[config.mk]
export PLATFORM = sky130hd
export DESIGN_NAME = alu_sequencer
export DESIGN_NICKNAME = d
export VERILOG_FILES = /design/src/rtl/alu_sequencer.sv
export SDC_FILE = /design/constraint.sdc
export NUM_CORES = 1
export LEC_CHECK = 0
export BUFFER_PORTS_ARGS = -buffer_cell sky130_fd_sc_hd__buf_2
export CELL_PAD_IN_SITES_DETAIL_PLACEMENT = 0
export CELL_PAD_IN_SITES_GLOBAL_PLACEMENT = 2
export CORE_MARGIN = 3
export CORE_UTILIZATION = 27
export DETAILED_ROUTE_END_ITERATION = 16
export HOLD_SLACK_MARGIN = 0.05
export PLACE_DENSITY = 0.88
export SLEW_MARGIN = 15
export SYNTH_ARGS = -nofsm -noshare
export SYNTH_HDL_FRONTEND = slang
export SYNTH_SLANG_ARGS = --single-unit
export TNS_END_PERCENT = 20
[constraint.sdc]
create_clock -name clk -period 2.9 [get_ports clk]
set_clock_uncertainty 0.05 [all_clocks]
set_input_delay 0.58 -clock clk [delete_from_list [all_inputs] [get_ports clk]]
set_output_delay 0.58 -clock clk [all_outputs]
set_load 0.01 [all_outputs]
[src/rtl/alu_sequencer.sv]
`default_nettype none
// ============================================================================
// Module      : alu_sequencer
// Description : Two-requester round-robin sequencer for a shared ALU big mux.
//               Latches the winning requester's select/operands, holds them for
//               EXEC_CYCLES cycles, captures the ALU result and pulses done.
// Revision    : 1.0 - initial release
// ============================================================================
module alu_sequencer #(
  parameter int EXEC_CYCLES = 1
) (
  input  logic       clk,
  input  logic       rst,
  input  logic       req0,
  input  logic [2:0] op0,
  input  logic [7:0] a0,
  input  logic [7:0] b0,
  input  logic       req1,
  input  logic [2:0] op1,
  input  logic [7:0] a1,
  input  logic [7:0] b1,
  input  logic [7:0] aluResult,
  output logic [2:0] aluSel,
  output logic [7:0] aluInA,
  output logic [7:0] aluInB,
  output logic [7:0] result,
  output logic       zero,
  output logic       done0,
  output logic       done1,
  output logic       busy
);

  typedef enum logic [1:0] {
    S_IDLE = 2'd0,
    S_EXEC = 2'd1,
    S_DONE = 2'd2
  } state_t;

  localparam logic [3:0] C_EXEC_LOAD = 4'(EXEC_CYCLES);

  state_t     r_state;
  state_t     w_next;
  logic [3:0] r_cnt;
  logic       r_grant;       // requester owning the operation in flight
  logic       r_last_grant;  // requester granted most recently
  logic [2:0] r_sel;
  logic [7:0] r_a;
  logic [7:0] r_b;
  logic [7:0] r_result;
  logic       r_zero;
  logic       w_any;
  logic       w_pick;
  logic       w_capture;

  // Arbitration: a lone requester wins; on a tie the one not granted last wins.
  always_comb begin
    w_any     = req0 | req1;
    w_pick    = (req0 && req1) ? ~r_last_grant : req1;
    w_capture = (r_state == S_EXEC) && (r_cnt <= 4'd1);
  end

  // Next-state logic for the IDLE -> EXEC -> DONE cycle.
  always_comb begin
    w_next = r_state;
    case (r_state)
      S_IDLE:  if (w_any) w_next = S_EXEC;
      S_EXEC:  if (w_capture) w_next = S_DONE;
      S_DONE:  w_next = S_IDLE;
      default: w_next = S_IDLE;
    endcase
  end

  // State register.
  always_ff @(posedge clk) begin
    if (rst) begin
      r_state <= S_IDLE;
    end else begin
      r_state <= w_next;
    end
  end

  // Grant, operand latch, execution counter and result capture.
  always_ff @(posedge clk) begin
    if (rst) begin
      r_cnt        <= 4'd0;
      r_grant      <= 1'b0;
      r_last_grant <= 1'b1;
      r_sel        <= 3'd0;
      r_a          <= 8'h00;
      r_b          <= 8'h00;
      r_result     <= 8'h00;
      r_zero       <= 1'b1;
    end else begin
      case (r_state)
        S_IDLE: begin
          if (w_any) begin
            r_grant      <= w_pick;
            r_last_grant <= w_pick;
            r_sel        <= w_pick ? op1 : op0;
            r_a          <= w_pick ? a1 : a0;
            r_b          <= w_pick ? b1 : b0;
            r_cnt        <= C_EXEC_LOAD;
          end
        end
        S_EXEC: begin
          if (r_cnt != 4'd0) begin
            r_cnt <= r_cnt - 4'd1;
          end
          if (w_capture) begin
            r_result <= aluResult;
            r_zero   <= (aluResult == 8'h00);
          end
        end
        default: begin
        end
      endcase
    end
  end

  // Outputs are taken straight from registered state.
  assign aluSel = r_sel;
  assign aluInA = r_a;
  assign aluInB = r_b;
  assign result = r_result;
  assign zero   = r_zero;
  assign done0  = (r_state == S_DONE) && !r_grant;
  assign done1  = (r_state == S_DONE) &&  r_grant;
  assign busy   = (r_state != S_IDLE);

endmodule
`default_nettype wire

**Yosys cells after proc, flatten, opt, wreduce, memory -nomap -nowiden**

Index checks and enable logic that the tools add are counted.

- Flip-flop bits (word level): 36
- Bits in latches: 0
- Memory bits (writable): 0
- ROM bits: 0
- Bits of input ports: 50
- Output and inout bits: 31
- Memories: 0

- Add/subtract/negate cells: 1
- Multipliers: 0
- Div/mod/pow operators: 0
- $lt $le $gt $ge: 1
- Eq/ne operators: 5
- Shift-type cells: 0
- Mux-type cells: 10
- Bitwise gates (word level): 2
- Reductions and logical operators: 14

Operators by type and width:

| cell | number |
|---|---|
| $mux W8 | 2 |
| $logic_not A8 Y1 | 1 |
| $mux W4 | 2 |
| $pmux W4 S2 | 1 |
| $reduce_and A2 Y1 | 3 |
| $le A4 B1 Y1 const B | 1 |
| $logic_and A1 B1 Y1 | 4 |
| $mux W2 | 2 |
| $ne A2 B2 Y1 const B | 2 |
| $pmux W2 S2 | 1 |
| $reduce_bool A2 Y1 | 2 |
| $reduce_bool A4 Y1 | 1 |
| $sub A4 B1 Y4 const B | 1 |
| $mux W3 | 1 |
| $reduce_and A3 Y1 | 1 |
| $eq A2 B1 Y1 const B | 1 |
| $eq A2 B2 Y1 const B | 1 |
| $logic_not A2 Y1 | 1 |
| $ne A2 B1 Y1 const B | 1 |
| $logic_not A1 Y1 | 1 |
| $mux W1 | 1 |
| $not A1 Y1 | 1 |
| $or A1 B1 Y1 | 1 |

**Depth between registers and ports, before layout**

Gate-level depths: netlist (run 1).

- Depth after elaboration: 4
- Depth in mapped cells: 6
- Gate-level depth less buffers: 5

**Least setup slack after synthesis (run 1)**

OpenSTA, ideal clock, no wires.

- Path type: input to register
- Start point: in req1
- End point: reg r_a[0] (netlist: aluInA[0])
- Library setup time: 119 ps
- Arrival: 1485 ps
- Setup slack: 1246 ps
- Stages on the path: 5
- Path buffers: 2
- Cells stage by stage: or2_2 -> clkbuf_1 -> nand2_1 -> buf_2 -> o2bb2ai_1

- Longest elaborated chain between the ends: 3
- Elaborated cells between the ends (all ways): 5
- Those cells by class: 2 x mux; 1 x bitwise; 2 x reduce/logical

Ends and longest elaborated chain:

| what | line | RTL |
|---|---|---|
| start, declared | 18 | `input logic req1,` |
| $logic_and A1 B1 Y1 | 58 | `w_pick = (req0 && req1) ? ~r_last_grant : req1;` |
| $mux W1 | 58 |  |
| $mux W8 | 100 | `r_a <= w_pick ? a1 : a0;` |
| end signal, assigned | 100 |  |
| end, declared | 47 | `logic [7:0] r_a;` |

Parallel ways exist; a longest one is shown, timed or not.
A chain may end at the register's enable or synchronous reset.

**Final worst setup path (run 1)**

- Start point: reg r_state[0]
- End point: out busy

- Longest elaborated chain between the ends: 1

Ends and longest elaborated chain:

| what | line | RTL |
|---|---|---|
| start, declared | 41 | `state_t r_state;` |
| start signal, assigned | 78 | `r_state <= w_next;` |
| $reduce_bool A2 Y1 | 128 | `assign busy = (r_state != S_IDLE);` |
| end, declared | 30 | `output logic busy` |

Every way passes these cells.

==> impl_results.md, run 1 <==
- Status: complete, no violations
- Port Buffer Count: 80
- RePlAce Congestion: 0.7037
- Crit end category: primary output
- Post-synth top flop: dfxtp_1
- Avg WL per Cell: 12.56 um
- Worst Setup Start Kind: flip-flop
- Antenna Cells: 0
- Total Wirelength: 3856 um
- Sw frac: 27.72%
- Initial antenna violation count: 0
- Post-Syn Instances: 156
- Hold_buf cts: 0
- Post-synthesis sequential area ratio: 45.57%
- WHS: 0.4096 ns
- Post-DP HPWL: 2935 um
- Multi-input logic area: 793.3 um2
- Clk slew on worst S/H paths: 0.07 ns
- Count of final setup violators: 0
- Post-Place Cells: 299
- Flip-flop and latch area: 720.7 um2
- Worst vdd ir: 205.9 uV
- Net Sw Power: 0.0003565 W
- Num CTS Buffers: 5
- WS Path Type: reg -> out
- Die Ht: 82.54 um
- Share of layout cells above drive strength 1: 41.28%
- Most Used Layer, Global Route: met2
- Sequential share of power: 45.1%
- DR iter-0 viols: 53
- Post-route clock period utilization: 67.05%
- I/O pin count: 81
- Fin crit period: 1.944 ns
- GRT met2 Usage: 20.11%
- Vias per cell: 4.752
- Commonest non-fill, non-tap cell in the layout: buf_2
- Mapped Nets: 208
- Leakage power: 0.9624 nW
- Hold crit path type: reg -> reg
- Number of global-route vias before repair: 1400
- Worst slew pin tran: 0.7475 ns
- Commonest cells after routing, fill and taps aside: buf_2 (80), dfxtp_1 (36), mux2i_1 (19), o2bb2ai_1 (19), a21oi_1 (10)
- Cell Int Power: 0.0009295 W
- Clk sinks: 36
- Number of synthesized flops with an enable pin: 0
- RSZ-0062 raised after global routing: false
- GRT met1 Usage: 13.18%
- TritonCTS clock tree: built
- Worst-skew pair later-pin latency: 0.28 ns
- Relative slew slack: 50.04%
- Asr flop ratio synth: 0%
- Core area: 5574 um2
- Finished Layout Cells: 307
- CP required: 2.27 ns
- Power density over cell area: 599.3 nW/um2
- Setup TNS: 0 ns
- Yosys reg bits: 36
- Crit-path max FO: 8
- Fill cells: 587
- # Post-CTS Setup Buffers: 0
- Max Cap Violations: 0
- Total track usage: 11.74%
- Antenna Nets Post-Route: 0
- Via count: 1459
- Combinational power share: 22.0%
- First-pass GRT wire length: 6072 um
- Fmax: 0.5143 GHz
- Max-slew violations: 0
- CTS root buf: clkbuf_8
- Final hold violation count: 0
- Starting density of the core: 28.37%
- Clk pwr share: 32.9%
- YS warnings: 0
- Post-CTS Resized: 0
- CP arrival: 1.31 ns
- Total gr overflow: 0
- Library cells used by synthesis: 39
- Avg Inst Size Synth: 10.14 um2
- Layout area overhead: 35.68%
- Die W: 82.54 um
- Mapped Area: 1582 um2
- Die Footprint: 6812 um2
- Num rows: 27
- Met3 Resource Use GR: 4.121%
- H-Tree Level Count: 2
- Final nets: 286
- First-pass iteration count of the detailed router: 4
- Drt drc: 0
- Largest net degree at the start of global routing: 21
- Clock buffer depth: 2
-- flip-flops by register name, summed over array words and instances (netlist names) --
| signal | count |
|---|---|
| aluSel | 3 |
| r_state | 2 |
| result | 8 |
| zero | 1 |
| aluInA | 8 |
| r_last_grant | 1 |
| aluInB | 8 |
| r_grant | 1 |
| r_cnt | 4 |
-- final timing paths --
kind | startpoint | endpoint | slack (ns) | cells past startpoint
max | r_state[0]$_SDFFE_PP0P_ | busy | 0.96 | 3
min | aluInB[2]$_SDFFE_PP0P_ | aluInB[2]$_SDFFE_PP0P_ | 0.41 | 1
max reg2reg | r_cnt[1]$_SDFFE_PP0P_ | r_cnt[1]$_SDFFE_PP0P_ | 1.20 | 5
min reg2reg | aluInB[2]$_SDFFE_PP0P_ | aluInB[2]$_SDFFE_PP0P_ | 0.41 | 1
-- cell usage after synthesis, drive strengths merged (2+ instances only) --
library cell	number	share of area, %
nand2	2	0.47
nor4	2	0.79
or2	2	0.79
dfxtp	36	46
or3b	2	1.1
buf	8	2.6
inv	5	1.2
o2bb2ai	19	11
a21boi	3	1.4
a221o	2	1.3
nor3	3	0.95
nand3	8	2.5
nor2b	2	0.79
nor2	3	0.71
clkbuf	3	0.71
a21oi	11	3.7
ha	2	1.6
mux2i	19	12
o21ai	9	2.8
-- stage by stage --
stage / utilization, % / setup slack, ns / power, W / cell area, um2
after global routing: 38.50 / 0.8527 / 0.001366 / 2146
final: 38.50 / 0.9557 / 0.001286 / 2146
after detailed placement: 36.57 / 0.9080 / 0.0008798 / 2038
after floorplan: - / 1.246 / 0.0007662 / 1582
after CTS: 38.50 / 0.9380 / 0.001309 / 2146
after global placement: 36.57 / 0.9594 / 0.0008770 / 2038
-- worst max-delay path, cell delays in order, from the launching register on --
cell and delay [ns]:
dfxtp_1 0.39, nor2_1 0.39, inv_1 0.10, buf_2 0.16
-- power by group through the flow --
stage | registers, W | logic [W] | clock network (W)
2_1_floorplan | 0.000606 | 0.000160 | 0
3_3_place_gp | 0.000591 | 0.000286 | 0
3_5_place_dp | 0.000589 | 0.000290 | 0
4_1_cts | 0.000580 | 0.000290 | 0.000439
5_1_grt | 0.000587 | 0.000319 | 0.000460
6_report | 0.000579 | 0.000283 | 0.000423
-- layout make-up --
class	count	area share, %
clock buffer	6	3.382
clock inverter	2	1.633
inverter	5	0.8746
multi-input combinational	104	36.97
sequential	36	33.59
tap	72	4.198
timing repair buffer	82	19.36
-- logic make-up after synthesis --
logic type | after synthesis | share of synthesized area, %
muxes | 19 | 12.03
and+or+nand+nor | 32 | 12.50
AOI/OAI and AO/OA | 51 | 23.81
adders and majority gates | 2 | 1.582
buffers and inverters | 16 | 4.510
DFF | 36 | 45.57
-- metal layers --
layer / up-vias / wire [um]
met5: - / 0
met1: 676 / 1594
met4: 0 / 38
met3: 2 / 212
li1: 746 / -
met2: 35 / 2010
Power figures use the tool's default switching activity.
==> inputs of run 2 (changes only) <==
CORE_UTILIZATION = 23   (was 27)
PLACE_DENSITY = 0.8   (was 0.88)
clock period = 1.73 ns   (was 2.9 ns; I/O delays follow)
==> run 2 against run 1 <==
Compared with the run above: sequential cell count stayed put; die area increased by 16%; first-iteration DRC count shrank 58%; global-route usage decreased by 1.0 points; final cell count is 4.2% higher; highest routed layer unchanged.
==> impl_results.md, run 2 (synthesized netlist as in run 1, its figures left out) <==
- Status: complete, no violations
- Initial antenna violation count: 0
- Number of global-route vias before repair: 1391
- Total Wirelength: 4245 um
- Leakage power: 1.008 nW
- Starting density of the core: 24.35%
- Setup TNS: 0 ns
- First-pass iteration count of the detailed router: 4
- Net Sw Power: 0.0006466 W
- Total gr overflow: 0
- Clock buffer depth: 2
- Die Ht: 88.92 um
- I/O pin count: 81
- Share of layout cells above drive strength 1: 44.44%
- CP bufs+invs: 2
- Crit-path leading delay family: flip-flops
- Cell Int Power: 0.001493 W
- Via count: 1521
- Num CTS Buffers: 5
- H-Tree Level Count: 2
- Fin crit period: 1.619 ns
- Hold crit path type: in -> reg
- Final worst slack: 0.1107 ns
- Worst vdd ir: 295.2 uV
- Antenna Cells: 0
- Commonest non-fill, non-tap cell in the layout: buf_2
- Relative slew slack: 67.85%
- Combinational power share: 24.8%
- WHS: 0.2679 ns
- WS Path Type: reg -> out
- Clk pwr share: 30.0%
- Crit end category: primary output
- Worst Setup Start Kind: flip-flop
- Num rows: 29
- Die W: 88.92 um
- Clk slew on worst S/H paths: 0.07 ns
- Drt drc: 0
- CP arrival: 1.22 ns
- Core area: 6495 um2
- Avg WL per Cell: 13.27 um
- Die Footprint: 7907 um2
- Final nets: 294
- Fmax: 0.6176 GHz
- CP max-delay cell: dfxtp_1
- Max-slew violations: 0
- First-pass GRT wire length: 6527 um
- Sequential share of power: 45.2%
- Power density over cell area: 959.0 nW/um2
- CP required: 1.33 ns
- Commonest cells after routing, fill and taps aside: buf_2 (80), dfxtp_1 (36), mux2i_1 (19), o2bb2ai_1 (19), a21oi_1 (10)
- Setup slack, reg-to-reg: 0.11 ns
- Layout area overhead: 41.06%
- Post-route clock period utilization: 93.60%
- Sw frac: 30.22%
- Pre-CTS WS: 0.06507 ns
- Pwr Total: 0.002139 W
- Port Buffer Count: 80
- Final hold violation count: 0
- Antenna Nets Post-Route: 0
- CTS root buf: clkbuf_8
- Crit-path max FO: 8
- Vias per cell: 4.753
- RePlAce Congestion: 0.7148
- Worst slew pin tran: 0.4813 ns
- DR iter-0 viols: 22
- Largest net degree at the start of global routing: 21
- Total track usage: 10.73%
- Max Cap Violations: 0
- TritonCTS clock tree: built
- Clk sinks: 36
- Worst-skew pair later-pin latency: 0.29 ns
- Count of final setup violators: 0
- Critical path's largest stage delay: 0.37 ns
- Post-DP HPWL: 3164 um
- RSZ-0062 raised after global routing: false
- Crit path cell chain: nor2_2, inv_1, buf_2
run 2: cell count changes in the layout (fill, tap and decap cells not counted):
cell / change
clkbuf_1: -1
nor2_2: +1
buf_12: +2
bufinv_16: -1
nor2_1: -1
or3b_1: -1
or3b_4: +1
clkbuf_8: +1
inv_6: +1
buf_4: +6
run 2: area by class of cell:
| cell class | count | area, um2 |
|---|---|---|
| repair buffers | 90 | 500.5 |
| clock inverters | 2 | 13.76 |
| flip-flops and latches | 36 | 720.7 |
| well taps | 77 | 96.34 |
| multi-input cells | 104 | 798.3 |
| clock buffers | 6 | 82.58 |
| inverters | 5 | 18.77 |
| fillers | 689 | 4264 |
run 2: power groups by stage:
stage	logic, W	registers, W	clock network [W]
finish	0.000531	0.000967	0.000641
global route	0.000591	0.000980	0.000705
CTS	0.000536	0.000968	0.000681
detailed placement	0.000534	0.000984	0
global placement	0.000532	0.000984	0
floorplan	0.000268	0.00102	0
run 2: layer usage:
| layer | part of all wire, % | wire length, um | GRT usage [%] |
|---|---|---|---|
| met2 | 47 | 2005 | 17.00 |
| met4 | 1.6 | 70 | 4.533 |
| met5 | 0 | 0 | 0 |
| met3 | 4.7 | 200 | 2.488 |
| met1 | 46 | 1969 | 13.98 |
run 2: tightest hold or removal path: stages:
cell and delay, ns:
buf_2 0.10, nand3_1 0.06, a21oi_1 0.05
run 2: metrics by stage:
| stage | cells | utilization, % | cell area (um2) |
|---|---|---|---|
| after global routing | 320 | 34.35 | 2231 |
| final | 320 | 34.35 | 2231 |
| after CTS | 320 | 34.31 | 2228 |
| after floorplan | 156 | - | 1582 |
| after detailed placement | 312 | 32.79 | 2130 |
| after global placement | 312 | 32.79 | 2130 |
run 2: timing repair:
item                       4_1_cts  5_1_grt
gates resized for setup          1        1
setup buffers                    0        0
setup endpoints to repair        1        2
hold buffers                     0        0
run 2: worst paths after layout:
check	start	end	cells past startpoint
setup / recovery	r_state[0]$_SDFFE_PP0P_	busy	3
hold / removal	aluResult[1]	result[1]$_SDFFE_PP0P_	3
setup reg to reg	r_cnt[0]$_SDFFE_PP0P_	r_cnt[1]$_SDFFE_PP0P_	5
hold reg to reg	aluSel[1]$_SDFFE_PP0P_	aluSel[1]$_SDFFE_PP0P_	1
==> inputs of run 3 (changes only) <==
ABC_AREA = 1   (was default)
CORE_UTILIZATION = 21   (was 23)
==> run 3 against run 2 <==
Compared with the run above: register-to-register slack better by 0.05 ns; setup slack better by 0.052 ns; utilization fell by 4.4 points; first-iteration DRC count up 110%; maximum frequency is 3.3% higher; total power grew 12%; via count increased by 3.3%; final cell count increased by 22%; combinational power grew 19%; routed wire length is 1.8% higher; clock-buffer cell count shrank 1; synthesized cell count rose by 32%; critical path type is now reg -> reg.
==> impl_results.md, run 3 <==
- Status: complete, no violations
- RePlAce Congestion: 0.6716
- Share of the synthesized area in the top cell type: 45.50%
- Largest net degree at the start of global routing: 22
- Worst-skew pair later-pin latency: 0.29 ns
- Fmax: 0.6380 GHz
- Most Used Layer, Global Route: met2
- Power density over cell area: 1098 nW/um2
- Worst slew pin tran: 0.3858 ns
- Via count: 1571
- Net Sw Power: 0.0007690 W
- CP arrival: 1.74 ns
- Relative slew slack: 74.25%
- Met3 Resource Use GR: 4.468%
- Sequential share of power: 42.6%
- Combinational power share: 26.3%
- Avg Inst Size Synth: 7.689 um2
- Post-synthesis sequential area ratio: 45.50%
- # Post-CTS Setup Buffers: 0
- Die Footprint: 8621 um2
- Post-Place Cells: 380
- Worst Setup Start Kind: flip-flop
- I/O pin count: 81
- First-pass iteration count of the detailed router: 3
- Core area: 7292 um2
- Post-synth top cells: nand2_1 (52), dfxtp_1 (36), nor2_1 (29)
- Yosys top cell by area: dfxtp_1
- CTS root buf: clkbuf_8
- Post-DP HPWL: 3213 um
- Die W: 92.85 um
- Total track usage: 10.05%
- Post-route clock period utilization: 90.60%
- Hold crit path type: in -> reg
- Total Wirelength: 4320 um
- WS Path Type: reg -> reg
- Placed cell areas: 2059 um2
- YS warnings: 0
- Most common cell in the netlist: nand2_1
- Num CTS Buffers: 5
- Total gr overflow: 0
- Cell Int Power: 0.001631 W
- Antenna Cells: 0
- Clk slew on worst S/H paths: 0.08 ns
- First-pass GRT wire length: 6969 um
- RSZ-0062 raised after global routing: false
- Share of layout cells above drive strength 1: 38.97%
- Clk pwr share: 31.1%
- TritonCTS clock tree: built
- Asr flop ratio synth: 0%
- Commonest non-fill, non-tap cell in the layout: buf_2
- Mapped Nets: 258
- Post-Syn Instances: 206
- Post-synth top flop: dfxtp_1
- Port Buffer Count: 80
- Library cells used by synthesis: 25
- Die Ht: 92.85 um
- Finished Layout Cells: 389
- Mapped Area: 1584 um2
- Area contributors post-synth: dfxtp_1 (45%), nand2_1 (12%), nor2_1 (6.9%)
- Yosys reg bits: 36
- Sw frac: 32.05%
- Starting density of the core: 21.72%
- Fin crit period: 1.567 ns
- Initial antenna violation count: 0
- GRT met2 Usage: 16.62%
- Max-slew violations: 0
- Clock buffer depth: 2
- Crit-path max FO: 10
- Num rows: 31
- Drt drc: 0
- Worst vdd ir: 450.1 uV
- CP required: 1.90 ns
- Setup TNS: 0 ns
- Commonest cells after routing, fill and taps aside: buf_2 (80), nand2_1 (52), dfxtp_1 (36)
- DR iter-0 viols: 46
- Clk sinks: 36
- Avg WL per Cell: 11.11 um
- GRT met1 Usage: 11.70%
- Leakage power: 1.013 nW
- Layout area overhead: 37.92%
- Count of final setup violators: 0
- H-Tree Level Count: 2
- Final hold violation count: 0
- Max Cap Violations: 0
- Number of synthesized flops with an enable pin: 0
- Number of global-route vias before repair: 1542
- Crit end category: flip-flop
- Fin area: 2185 um2
- Antenna Nets Post-Route: 0
- Final nets: 341
- Vias per cell: 4.039
## run 3: cell count changes after synthesis, moves of 5 or more
cell / previous run / this run
nor2_1: 3 / 29
nand2_1: 2 / 52
mux2i_1: 19 / 0
buf_2: 6 / 1
o2bb2ai_1: 19 / 0
o21ai_1: 0 / 15
o21ai_2: 0 / 12
## run 3: logic make-up (layout without fill, tap and decap cells)
| logic type | after synthesis | after routing | synth area share, % |
|---|---|---|---|
| and+or+nand+nor | 95 | 95 | 25.20 |
| AOI/OAI and AO/OA | 53 | 53 | 20.38 |
| DFF | 36 | 36 | 45.50 |
| buffers and inverters | 20 | 104 | 7.345 |
| adders and majority gates | 2 | 2 | 1.580 |
## run 3: layout make-up
cell class              count  area (um2)
well taps                  99       123.9
clock inverters             3       42.54
flip-flops and latches     36       720.7
inverters                  12       48.80
clock buffers               5       68.82
multi-input cells         150       752.0
repair inverters            1       5.005
repair buffers             83       422.9
fillers                   877        5107
## run 3: worst paths after layout
check,from,endpoint,slack [ns],cells after the start
setup / recovery,r_cnt[0]$_SDFFE_PP0P_,result[2]$_SDFFE_PP0P_,0.16,7
hold / removal,a0[2],aluInA[2]$_SDFFE_PP0P_,0.25,3
setup reg to reg,r_cnt[0]$_SDFFE_PP0P_,result[2]$_SDFFE_PP0P_,0.16,7
hold reg to reg,aluInA[5]$_SDFFE_PP0P_,aluInA[5]$_SDFFE_PP0P_,0.41,2
## run 3: worst max-delay path, stage by stage, from the launching register on
cell     delay [ns]
dfxtp_1        0.38
inv_1          0.07
ha_1           0.23
or2_1          0.26
nand3_2        0.13
buf_4          0.19
nand2_1        0.06
a21oi_1        0.13
## run 3: repair_timing
item / 4_1_cts / 5_1_grt
setup endpoints to repair: 0 / 9
hold buffers: 0 / 0
gates resized for setup: 0 / 2
## run 3: metal layers
layer	routed length [um]	vias up	share of wire, %
met5	0	-	0
met4	62	0	1.4
met1	1905	681	44
met3	406	5	9.4
li1	-	829	-
met2	1946	56	45
## run 3: power groups by stage
stage | registers [W] | clock network, W | logic [W]
floorplan | 0.00108 | 0 | 0.000370
global placement | 0.00104 | 0 | 0.000635
detailed placement | 0.00104 | 0 | 0.000635
CTS | 0.00102 | 0.000785 | 0.000636
global route | 0.00104 | 0.000818 | 0.000715
finish | 0.00102 | 0.000746 | 0.000631
## run 3: per-stage QoR
stage / utilization, % / power (W) / hold slack [ns] / setup WS, ns
6_report: 29.96 / 0.002400 / 0.2540 / 0.1627
3_5_place_dp: 28.24 / 0.001676 / 0.3968 / 0.1421
5_1_grt: 29.96 / 0.002570 / 0.2416 / 0.005258
3_3_place_gp: 28.24 / 0.001674 / 0.3880 / 0.1626
2_1_floorplan: - / 0.001449 / 0.3651 / 0.2953
4_1_cts: 29.77 / 0.002444 / 0.2399 / 0.1372
